$ cat src/rtl/memory_stage_pkg.sv
// memory_stage_pkg: shared types and constants for the memory stage slice.
//   XLEN / REGADDR_W       : datapath and register-address widths
//   RESULT_ALU / RESULT_MEM: ResultSrc encodings carried to writeback
//   STATE_CLEAR / STATE_RUN: memory-clear FSM encodings (used only when
//                            DMEM_CLEAR_ON_RESET_EN is defined; RUN otherwise)
//   ex_mem_t / mem_wb_t    : pipeline register layouts and their bubbles
package memory_stage_pkg;

  localparam int XLEN      = 32;
  localparam int REGADDR_W = 5;

  localparam logic RESULT_ALU = 1'b0;
  localparam logic RESULT_MEM = 1'b1;

  localparam logic [0:0] STATE_CLEAR = 1'b0;
  localparam logic [0:0] STATE_RUN   = 1'b1;

  typedef struct packed {
    logic                 reg_write;
    logic                 result_src;
    logic                 mem_write;
    logic [XLEN-1:0]      alu_result;
    logic [XLEN-1:0]      write_data;
    logic [REGADDR_W-1:0] rd;
    logic [XLEN-1:0]      pc_plus4;
  } ex_mem_t;

  typedef struct packed {
    logic                 reg_write;
    logic                 result_src;
    logic [XLEN-1:0]      alu_result;
    logic [XLEN-1:0]      read_data;
    logic [REGADDR_W-1:0] rd;
    logic [XLEN-1:0]      pc_plus4;
  } mem_wb_t;

  // A bubble is all-zero control and data: no register write, no store.
  localparam ex_mem_t EX_MEM_BUBBLE = '0;
  localparam mem_wb_t MEM_WB_BUBBLE = '0;

endpackage

$ cat src/rtl/memory_stage_if.sv
// memory_stage_if: bundle of execute-stage inputs, hazard controls and
// M/W-stage outputs of memory_stage.
//   master : the pipeline around the stage (drives E inputs, StallM, FlushM)
//   slave  : memory_stage itself
//
// Handshake: there is no valid signal; a beat is presented on the E inputs
// every cycle and is taken at the rising edge unless StallM holds EX/MEM or
// ReadyM is 0 (ReadyM=0 means the E beat is discarded, not held).
// state_dbg exposes the clear FSM state (constant STATE_RUN when the clear
// feature is not compiled in).
interface memory_stage_if;
  import memory_stage_pkg::*;

  logic                 RegWriteE;
  logic                 ResultSrcE;
  logic                 MemWriteE;
  logic [XLEN-1:0]      ALUResultE;
  logic [XLEN-1:0]      WriteDataE;
  logic [REGADDR_W-1:0] RdE;
  logic [XLEN-1:0]      PCPlus4E;
  logic                 StallM;
  logic                 FlushM;

  logic                 RegWriteM;
  logic [REGADDR_W-1:0] RdM;
  logic [XLEN-1:0]      ALUResultM;
  logic                 ReadyM;
  logic                 RegWriteW;
  logic                 ResultSrcW;
  logic [XLEN-1:0]      ALUResultW;
  logic [XLEN-1:0]      ReadDataW;
  logic [REGADDR_W-1:0] RdW;
  logic [XLEN-1:0]      PCPlus4W;
  logic [0:0]           state_dbg;

  modport master (
    output RegWriteE, ResultSrcE, MemWriteE, ALUResultE, WriteDataE, RdE,
           PCPlus4E, StallM, FlushM,
    input  RegWriteM, RdM, ALUResultM, ReadyM, RegWriteW, ResultSrcW,
           ALUResultW, ReadDataW, RdW, PCPlus4W, state_dbg
  );

  modport slave (
    input  RegWriteE, ResultSrcE, MemWriteE, ALUResultE, WriteDataE, RdE,
           PCPlus4E, StallM, FlushM,
    output RegWriteM, RdM, ALUResultM, ReadyM, RegWriteW, ResultSrcW,
           ALUResultW, ReadDataW, RdW, PCPlus4W, state_dbg
  );

endinterface

$ cat src/rtl/memory_stage_data_memory.sv
// data_memory: word-addressed data RAM, DMEM_DEPTH x 32 bits.
//   clk       : write clock
//   we/idx/wdata : synchronous write port (word index)
//   rdata     : combinational read of mem[idx]
//   clear_we/clear_idx : (DMEM_CLEAR_ON_RESET_EN only) writes zero to
//               mem[clear_idx]; takes precedence over the normal write
// Contents are never reset by the reset signal.
module data_memory
  import memory_stage_pkg::*;
#(
  parameter int DMEM_DEPTH = 64,
  localparam int DMEM_AW   = $clog2(DMEM_DEPTH)
) (
  input  logic               clk,
  input  logic               we,
  input  logic [DMEM_AW-1:0] idx,
  input  logic [XLEN-1:0]    wdata,
`ifdef DMEM_CLEAR_ON_RESET_EN
  input  logic               clear_we,
  input  logic [DMEM_AW-1:0] clear_idx,
`endif
  output logic [XLEN-1:0]    rdata
);

  logic [XLEN-1:0] mem_q [DMEM_DEPTH];

  // Read is combinational, so a same-cycle write to idx is seen only after
  // the edge: the reader gets the old word.
  assign rdata = mem_q[idx];

  always_ff @(posedge clk) begin
`ifdef DMEM_CLEAR_ON_RESET_EN
    if (clear_we) begin
      mem_q[clear_idx] <= '0;
    end else
`endif
    if (we) begin
      mem_q[idx] <= wdata;
    end
  end

endmodule

$ cat src/rtl/memory_stage.sv
// memory_stage: EX/MEM register, data-memory access, MEM/WB register.
//   clk, rst : clock, synchronous active-high reset
//   bus      : memory_stage_if.slave (E inputs, StallM/FlushM, M/W outputs)
// Parameter DMEM_DEPTH: data memory words (power of two, >= 4).
// Optional macro DMEM_CLEAR_ON_RESET_EN: zero the whole memory after reset,
// one word per cycle, with ReadyM low until done.
module memory_stage
  import memory_stage_pkg::*;
#(
  parameter int DMEM_DEPTH = 64
) (
  input  logic          clk,
  input  logic          rst,
  memory_stage_if.slave bus
);

  localparam int DMEM_AW = $clog2(DMEM_DEPTH);

  ex_mem_t             exm_d, exm_q;
  mem_wb_t             mwb_d, mwb_q;
  logic [XLEN-1:0]     read_data;
  logic [DMEM_AW-1:0]  mem_idx;
  logic                mem_we;
  logic                run;

`ifdef DMEM_CLEAR_ON_RESET_EN
  logic [0:0]         state_d, state_q;
  logic [DMEM_AW-1:0] cnt_d, cnt_q;
  logic               clear_we;

  always_comb begin
    state_d  = state_q;
    cnt_d    = cnt_q;
    clear_we = 1'b0;
    if (state_q == STATE_CLEAR) begin
      clear_we = !rst;
      cnt_d    = cnt_q + 1'b1;
      if (cnt_q == DMEM_AW'(DMEM_DEPTH - 1)) begin
        state_d = STATE_RUN;
      end
    end
  end

  always_ff @(posedge clk) begin
    if (rst) begin
      state_q <= STATE_CLEAR;
      cnt_q   <= '0;
    end else begin
      state_q <= state_d;
      cnt_q   <= cnt_d;
    end
  end

  assign run           = (state_q == STATE_RUN);
  assign bus.state_dbg = state_q;
`else
  assign run           = 1'b1;
  assign bus.state_dbg = STATE_RUN;
`endif

  // EX/MEM next value; rst is applied in the flop block above all of this.
  always_comb begin
    if (!run || bus.FlushM) begin
      exm_d = EX_MEM_BUBBLE;
    end else if (bus.StallM) begin
      exm_d = exm_q;
    end else begin
      exm_d.reg_write  = bus.RegWriteE;
      exm_d.result_src = bus.ResultSrcE;
      exm_d.mem_write  = bus.MemWriteE;
      exm_d.alu_result = bus.ALUResultE;
      exm_d.write_data = bus.WriteDataE;
      exm_d.rd         = bus.RdE;
      exm_d.pc_plus4   = bus.PCPlus4E;
    end
  end

  // While M is stalled its instruction has not left, so W gets a bubble to
  // avoid writing back the same instruction twice.
  always_comb begin
    if (!run || bus.StallM) begin
      mwb_d = MEM_WB_BUBBLE;
    end else begin
      mwb_d.reg_write  = exm_q.reg_write;
      mwb_d.result_src = exm_q.result_src;
      mwb_d.alu_result = exm_q.alu_result;
      mwb_d.read_data  = read_data;
      mwb_d.rd         = exm_q.rd;
      mwb_d.pc_plus4   = exm_q.pc_plus4;
    end
  end

  always_ff @(posedge clk) begin
    if (rst) begin
      exm_q <= EX_MEM_BUBBLE;
      mwb_q <= MEM_WB_BUBBLE;
    end else begin
      exm_q <= exm_d;
      mwb_q <= mwb_d;
    end
  end

  // Byte offset and bits above the memory size are dropped: misaligned
  // addresses align down and large addresses wrap.
  assign mem_idx = exm_q.alu_result[DMEM_AW+1:2];
  // The store commits only on the edge where it leaves M.
  assign mem_we  = exm_q.mem_write && !bus.StallM && !rst && run;

  data_memory #(.DMEM_DEPTH(DMEM_DEPTH)) u_dmem (
    .clk       (clk),
    .we        (mem_we),
    .idx       (mem_idx),
    .wdata     (exm_q.write_data),
`ifdef DMEM_CLEAR_ON_RESET_EN
    .clear_we  (clear_we),
    .clear_idx (cnt_q),
`endif
    .rdata     (read_data)
  );

  assign bus.RegWriteM  = exm_q.reg_write;
  assign bus.RdM        = exm_q.rd;
  assign bus.ALUResultM = exm_q.alu_result;
  assign bus.ReadyM     = run;
  assign bus.RegWriteW  = mwb_q.reg_write;
  assign bus.ResultSrcW = mwb_q.result_src;
  assign bus.ALUResultW = mwb_q.alu_result;
  assign bus.ReadDataW  = mwb_q.read_data;
  assign bus.RdW        = mwb_q.rd;
  assign bus.PCPlus4W   = mwb_q.pc_plus4;

endmodule

$ cat src/flat_wrapper.sv
// flat-port wrapper written by rule: the top's interface ports become plain ports
module memory_stage_flat import memory_stage_pkg::*;
#(
  parameter int DMEM_DEPTH = 64
)
  (clk, rst, bus_RegWriteE, bus_ResultSrcE, bus_MemWriteE, bus_ALUResultE, bus_WriteDataE, bus_RdE, bus_PCPlus4E, bus_StallM, bus_FlushM, bus_RegWriteM, bus_RdM, bus_ALUResultM, bus_ReadyM, bus_RegWriteW, bus_ResultSrcW, bus_ALUResultW, bus_ReadDataW, bus_RdW, bus_PCPlus4W, bus_state_dbg);
  memory_stage_if bus_i ();
  input  logic clk;
  input  logic rst;
  input wire logic [$bits(bus_i.RegWriteE)-1:0] bus_RegWriteE;
  input wire logic [$bits(bus_i.ResultSrcE)-1:0] bus_ResultSrcE;
  input wire logic [$bits(bus_i.MemWriteE)-1:0] bus_MemWriteE;
  input wire logic [$bits(bus_i.ALUResultE)-1:0] bus_ALUResultE;
  input wire logic [$bits(bus_i.WriteDataE)-1:0] bus_WriteDataE;
  input wire logic [$bits(bus_i.RdE)-1:0] bus_RdE;
  input wire logic [$bits(bus_i.PCPlus4E)-1:0] bus_PCPlus4E;
  input wire logic [$bits(bus_i.StallM)-1:0] bus_StallM;
  input wire logic [$bits(bus_i.FlushM)-1:0] bus_FlushM;
  output wire logic [$bits(bus_i.RegWriteM)-1:0] bus_RegWriteM;
  output wire logic [$bits(bus_i.RdM)-1:0] bus_RdM;
  output wire logic [$bits(bus_i.ALUResultM)-1:0] bus_ALUResultM;
  output wire logic [$bits(bus_i.ReadyM)-1:0] bus_ReadyM;
  output wire logic [$bits(bus_i.RegWriteW)-1:0] bus_RegWriteW;
  output wire logic [$bits(bus_i.ResultSrcW)-1:0] bus_ResultSrcW;
  output wire logic [$bits(bus_i.ALUResultW)-1:0] bus_ALUResultW;
  output wire logic [$bits(bus_i.ReadDataW)-1:0] bus_ReadDataW;
  output wire logic [$bits(bus_i.RdW)-1:0] bus_RdW;
  output wire logic [$bits(bus_i.PCPlus4W)-1:0] bus_PCPlus4W;
  output wire logic [$bits(bus_i.state_dbg)-1:0] bus_state_dbg;
  assign bus_i.RegWriteE = bus_RegWriteE;
  assign bus_i.ResultSrcE = bus_ResultSrcE;
  assign bus_i.MemWriteE = bus_MemWriteE;
  assign bus_i.ALUResultE = bus_ALUResultE;
  assign bus_i.WriteDataE = bus_WriteDataE;
  assign bus_i.RdE = bus_RdE;
  assign bus_i.PCPlus4E = bus_PCPlus4E;
  assign bus_i.StallM = bus_StallM;
  assign bus_i.FlushM = bus_FlushM;
  assign bus_RegWriteM = bus_i.RegWriteM;
  assign bus_RdM = bus_i.RdM;
  assign bus_ALUResultM = bus_i.ALUResultM;
  assign bus_ReadyM = bus_i.ReadyM;
  assign bus_RegWriteW = bus_i.RegWriteW;
  assign bus_ResultSrcW = bus_i.ResultSrcW;
  assign bus_ALUResultW = bus_i.ALUResultW;
  assign bus_ReadDataW = bus_i.ReadDataW;
  assign bus_RdW = bus_i.RdW;
  assign bus_PCPlus4W = bus_i.PCPlus4W;
  assign bus_state_dbg = bus_i.state_dbg;
  memory_stage #(.DMEM_DEPTH(DMEM_DEPTH)) u_core (.clk(clk), .rst(rst), .bus(bus_i));
endmodule
$ cat config.mk
export PLATFORM = sky130hd
export DESIGN_NAME = memory_stage_flat
export DESIGN_NICKNAME = d
export VERILOG_FILES = /design/src/rtl/memory_stage_pkg.sv /design/src/rtl/memory_stage_if.sv /design/src/rtl/memory_stage_data_memory.sv /design/src/rtl/memory_stage.sv /design/src/flat_wrapper.sv
export SDC_FILE = /design/constraint.sdc
export NUM_CORES = 2
export LEC_CHECK = 0
export CORE_MARGIN = 5
export CORE_UTILIZATION = 60
export CTS_CLUSTER_DIAMETER = 200
export DETAILED_ROUTE_END_ITERATION = 16
export DONT_BUFFER_PORTS = 1
export PLACE_DENSITY = 0.76
export SYNTH_ARGS = -nofsm -noshare
export SYNTH_HDL_FRONTEND = slang
export SYNTH_SLANG_ARGS = --single-unit
$ cat constraint.sdc
create_clock -name clk -period 4.2 [get_ports clk]
set_input_delay 0.21 -clock clk [delete_from_list [all_inputs] [get_ports clk]]
set_output_delay 0.21 -clock clk [all_outputs]
set_load 0.01 [all_outputs]
After elaboration in Yosys (flattened, before gate mapping) --
Memory sizes are Yosys's and may differ from the RTL's. A register that Yosys moved wholly into a read port is not among the register bits. Cells that the tools add are included.
Word-level totals: register bits after elaboration 175, RAM bits 2048, logic and storage cells 21, memories 1
Memory list:
- u_core.u_dmem.mem_q | depth 64, bits a word 32, read ports 1, clocked after Yosys merged registers in 1, wr ports 1, RTL line memory_stage_data_memory.sv:25 | logic [XLEN-1:0] mem_q [DMEM_DEPTH];
Cells by class: mux-type cells 2, reductions and logical operators 6
Operators with widths (count):
- $reduce_or A2 Y1 | 2
- $logic_and A1 B1 Y1 | 2
- $logic_not A1 Y1 | 2
- $mux W1 | 2

Depth between registers and ports, before layout --
word-level depth 5, gate-level depth with buffers 9, depth with buffers taken out 5

Modules after synthesis --
A second synthesis with hierarchy kept.
Second synthesis, totals: cell total of the unflattened synthesis 4803, area total of the unflattened synthesis 85066.6 um^2
Modules (own cells, without submodules):
- data_memory | instances 1, cells an instance 4207, area an instance 78287.6 um^2, seq. area each 61499.0 um^2
- memory_stage | instances 1, cells an instance 596, area an instance 6779.0 um^2, seq. area each 4144.0 um^2

Least setup slack after synthesis --
Ideal clock, no wire load.
kind register to register, start point reg u_core.exm_q, in the netlist u_core.bus.ALUResultM[2], end point mem u_core.u_dmem.mem_q[12][0], enable pin, setup time 0.421 ns, arrival time 2.760 ns, required time 3.779 ns, path slack 1.019 ns, cell stages (with the launch flop) 8, clock period less this slack 3.181 ns, cell sequence dfxtp_1 -> buf_6 -> buf_6 -> buf_6 -> nor3b_4 -> buf_6 -> nand2_1 -> nor2_1
RTL lines:
- start, declared | RTL line memory_stage.sv:19 | ex_mem_t exm_d, exm_q;
- start signal, assigned | RTL line memory_stage.sv:98 | exm_q <= exm_d;
- end, declared | RTL line memory_stage_data_memory.sv:25
No word-level cell before the write port.

==> impl_metrics.yaml <==
detailed_routing:
  vias: 46097
  drc: 0
  wl_mm: 233
  drt_iter0_markers: 7879
  viasPerCell: 6.96
  routedWlPerCell_um: 35.2
  drtPass1Iterations: 6
  antenna_left: 0
synthesis:
  ys_async_sr_fraction_pct: 0
  synth_area_leaders: "edfxtp_1, mux4_2, dfxtp_1"
  synth_cell_type_count: 55
  netlist_area_um2: 83700
  synth_seq_area_share_pct: 78.4
  synth.avg_cell_area_um2: 19.9
  ys.flop_type: "edfxtp_1"
  yosysWarnings: 0
  yosysTopAreaCellShare_pct: 73.5
  synth_seq_cells: 2255
  synth_top_cell_by_area: "edfxtp_1"
  netlist_instances: 4209
  synth_edf_count: 2048
cells_and_area:
  fillers: 8039
  syn2layout_area_growth_pct: 14.8
  fin_nets: 4662
  final_area_um2: 96100
  fin_util_pct: 69.1
  drive_gt1_share_pct: 20.0
  stdcell_count: 6622
setup_path:
  path_class: "reg2reg"
  startpoint_type: "register"
  setup.worst_path.end_class: "register"
  regToRegEndpoint: "u_core.bus.ReadDataW[11]"
  crit_arrival_ps: 4220
  reg2reg_depth: 8
  reg2reg_from: "u_core.bus.ALUResultM[2]"
  rrSetupSlack_ps: 650
  required_ps: 4870
  worst-path-max-fanout: 37
timing:
  fin_crit_sh_pct: 84.6
  finalCriticalPeriod_ps: 3550
  setup-violations-final: 0
  worstMarginPinSlew_ps: 1230
  relSlewSlack_pct: 18.2
  rsz0062_at_grt: "false"
  hold_slack_ps: 41.3
  max_freq_ghz: 0.281
  hold_violations: 0
  skew_ps: 71.6
  setup_tns_ps: 0
  drv_slew: 0
min_path:
  min_path_type: "in2reg"
  hold_end: "u_core.bus.ALUResultM[26]"
  hold_depth: 2
  min-delay-start: "bus_FlushM"
power_and_ir_drop:
  ir_worst_vdd_mv: 0.346
  leakagePower_nw: 34.2
  power_density_nw_per_um2: 460
  p_int_mw: 35.0
  p_sw_mw: 9.25
  p_comb_share_pct: 3.0
  pwr-share-seq_pct: 55.4
  switching_share_pct: 20.9
  p_clk_share_pct: 41.6
floorplanning:
  dieArea_um2: 147000
  die_w_um: 384
  ios: 251
  design.core.area_um2: 139000
  dieHeight_um: 384
  num_rows: 137
  start_util_pct: 60.2
flow_run:
  max_cap_violations: 0
grt:
  overflow: 0
  grt_pass1_wl_mm: 332
  grt_start_max_net_pins: 108
  antenna_found_initial: 14
  grt_util_all_layers_pct: 31.7
  grt_pass1_vias: 46030
placement:
  post-dp-hpwl_mm: 124
  portBuffers: 0
  gp_congestion: 0.885
  placed_area_um2: 87100
  place_inst: 5983
clock_tree:
  cts_sinks: 2255
  clk_path_buf_depth: 3
  worstSkewPairLatency_ps: 850
  h-tree-depth: 4
  cts_tree: "done"
  ctsResizeCount: 0
  cts_made_buffers: 208
  path_clk_slew_ps: 70
  root_buffer: "clkbuf_16"
outcome:
  status: "finished clean"
==> cell usage after synthesis (6+ instances only) <==
library cell,number
edfxtp_1,2048
mux4_2,284
a221oi_1,243
mux2i_1,237
nor2_1,234
a22oi_1,219
dfxtp_1,207
clkbuf_1,118
buf_2,89
o22ai_1,89
buf_4,74
and2_1,72
o211ai_1,55
a311oi_1,34
a31oi_1,33
a21oi_1,31
buf_6,27
buf_1,19
nand2_1,15
a22oi_2,6
==> repair_timing <==
item                                    4_1_cts  5_1_grt
setup buffers                                 0        0
hold buffers                                237        0
endpoints found under the setup margin        0        0
endpoints found under the hold margin       165        0
==> cells in the final DEF (no fill, tap or decap), types with 31 or more instances in the layout <==
cell,synthesis,routed
dfxtp_2,0,32
clkbuf_16,0,211
a221oi_1,243,243
a22oi_1,219,219
clkinv_2,0,46
nor2_4,1,66
a311oi_1,34,34
dlygate4sd3_1,0,237
clkinv_1,0,37
o211ai_1,55,55
buf_4,74,180
clkbuf_1,118,53
a21oi_1,31,31
mux4_2,284,284
a31oi_1,33,33
nor2_1,234,169
buf_12,0,44
and2_1,72,71
edfxtp_1,2048,2048
mux2i_1,237,237
o22ai_1,89,89
dfxtp_1,207,172
==> logic make-up (layout without fill, tap and decap cells) <==
group / Yosys count / in the layout / share of synthesized area [%]
DFF: 2255 / 2255 / 78.4
and+or+nand+nor: 363 / 363 / 2.05
buffers and inverters: 330 / 857 / 2.19
other: 1 / 11 / 0.00448
AOI/OAI and AO/OA: 734 / 734 / 6.80
muxes: 526 / 526 / 10.5
==> power groups by stage <==
stage / Combinational [mW] / Clock (mW) / Sequential [mW]
2_1_floorplan: 0.665 / 0 / 25.0
3_3_place_gp: 1.05 / 0 / 25.0
3_5_place_dp: 1.07 / 0 / 25.0
4_1_cts: 1.27 / 18.4 / 24.5
5_1_grt: 1.37 / 19.5 / 24.5
6_report: 1.32 / 18.4 / 24.5
==> worst max-delay path, stage by stage, from the launching register on <==
cell	delay, ps
dfxtp_4	680
buf_12	290
buf_12	320
mux4_2	550
mux2i_1	230
o22ai_1	260
nor2_1	670
buf_4	220
a31oi_1	80
==> routing by layer <==
layer | vias to the layer above | part of all wire, % | global-route usage, %
li1 | 18196 | - | -
met1 | 23482 | 34 | 42.7
met2 | 3824 | 48 | 49.6
met3 | 593 | 13 | 8.84
met4 | 2 | 4.7 | 13.7
met5 | - | 0.0030 | 0
==> cell type report <==
type,count,area (µm²),share of cell area [%]
antenna,9,22.5,0.0234
clock buffer,271,5580,5.80
clock inverter,122,1060,1.10
inverter,3,18.8,0.0195
multi-input combinational,1625,16800,17.5
sequential,2255,65700,68.4
tap,1876,2350,2.44
timing repair buffer,461,4600,4.79
==> how the worst max path moves through the flow <==
stage / start / slack (ps) / to / cells past startpoint
detailed placement: u_core.bus.ALUResultM[2] / 800 / u_core.bus.ReadDataW[11] / 8
global placement: u_core.bus.ALUResultM[2] / 840 / u_core.bus.ReadDataW[11] / 8
CTS: u_core.bus.ALUResultM[2] / 720 / u_core.bus.ReadDataW[11] / 8
floorplan: u_core.bus.ALUResultM[2] / 1020 / u_core.u_dmem.mem_q[12][0] / 7
finish: u_core.bus.ALUResultM[2] / 650 / u_core.bus.ReadDataW[11] / 8
global route: u_core.bus.ALUResultM[2] / 580 / u_core.bus.ReadDataW[11] / 8
==> stage by stage <==
| step | worst slack (ps) | power [mW] |
|---|---|---|
| after floorplan | 1020 | 25.6 |
| after global placement | 838 | 26.0 |
| after detailed placement | 796 | 26.0 |
| after CTS | 725 | 44.1 |
| after global routing | 584 | 45.4 |
| final | 647 | 44.2 |
==> flip-flops by register name, indices dropped and copies added (netlist names) <==
signal / flops
u_core.bus.RegWriteM: 1
u_core.bus.ALUResultW: 32
u_core.bus.PCPlus4W: 32
u_core.bus.RegWriteW: 1
u_core.bus.RdM: 5
u_core.bus.RdW: 5
u_core.bus.ALUResultM: 32
u_core.bus.ReadDataW: 32
u_core.exm_q: 66
u_core.u_dmem.mem_q: 2048
u_core.bus.ResultSrcW: 1
(Power assumes the default switching activity.)
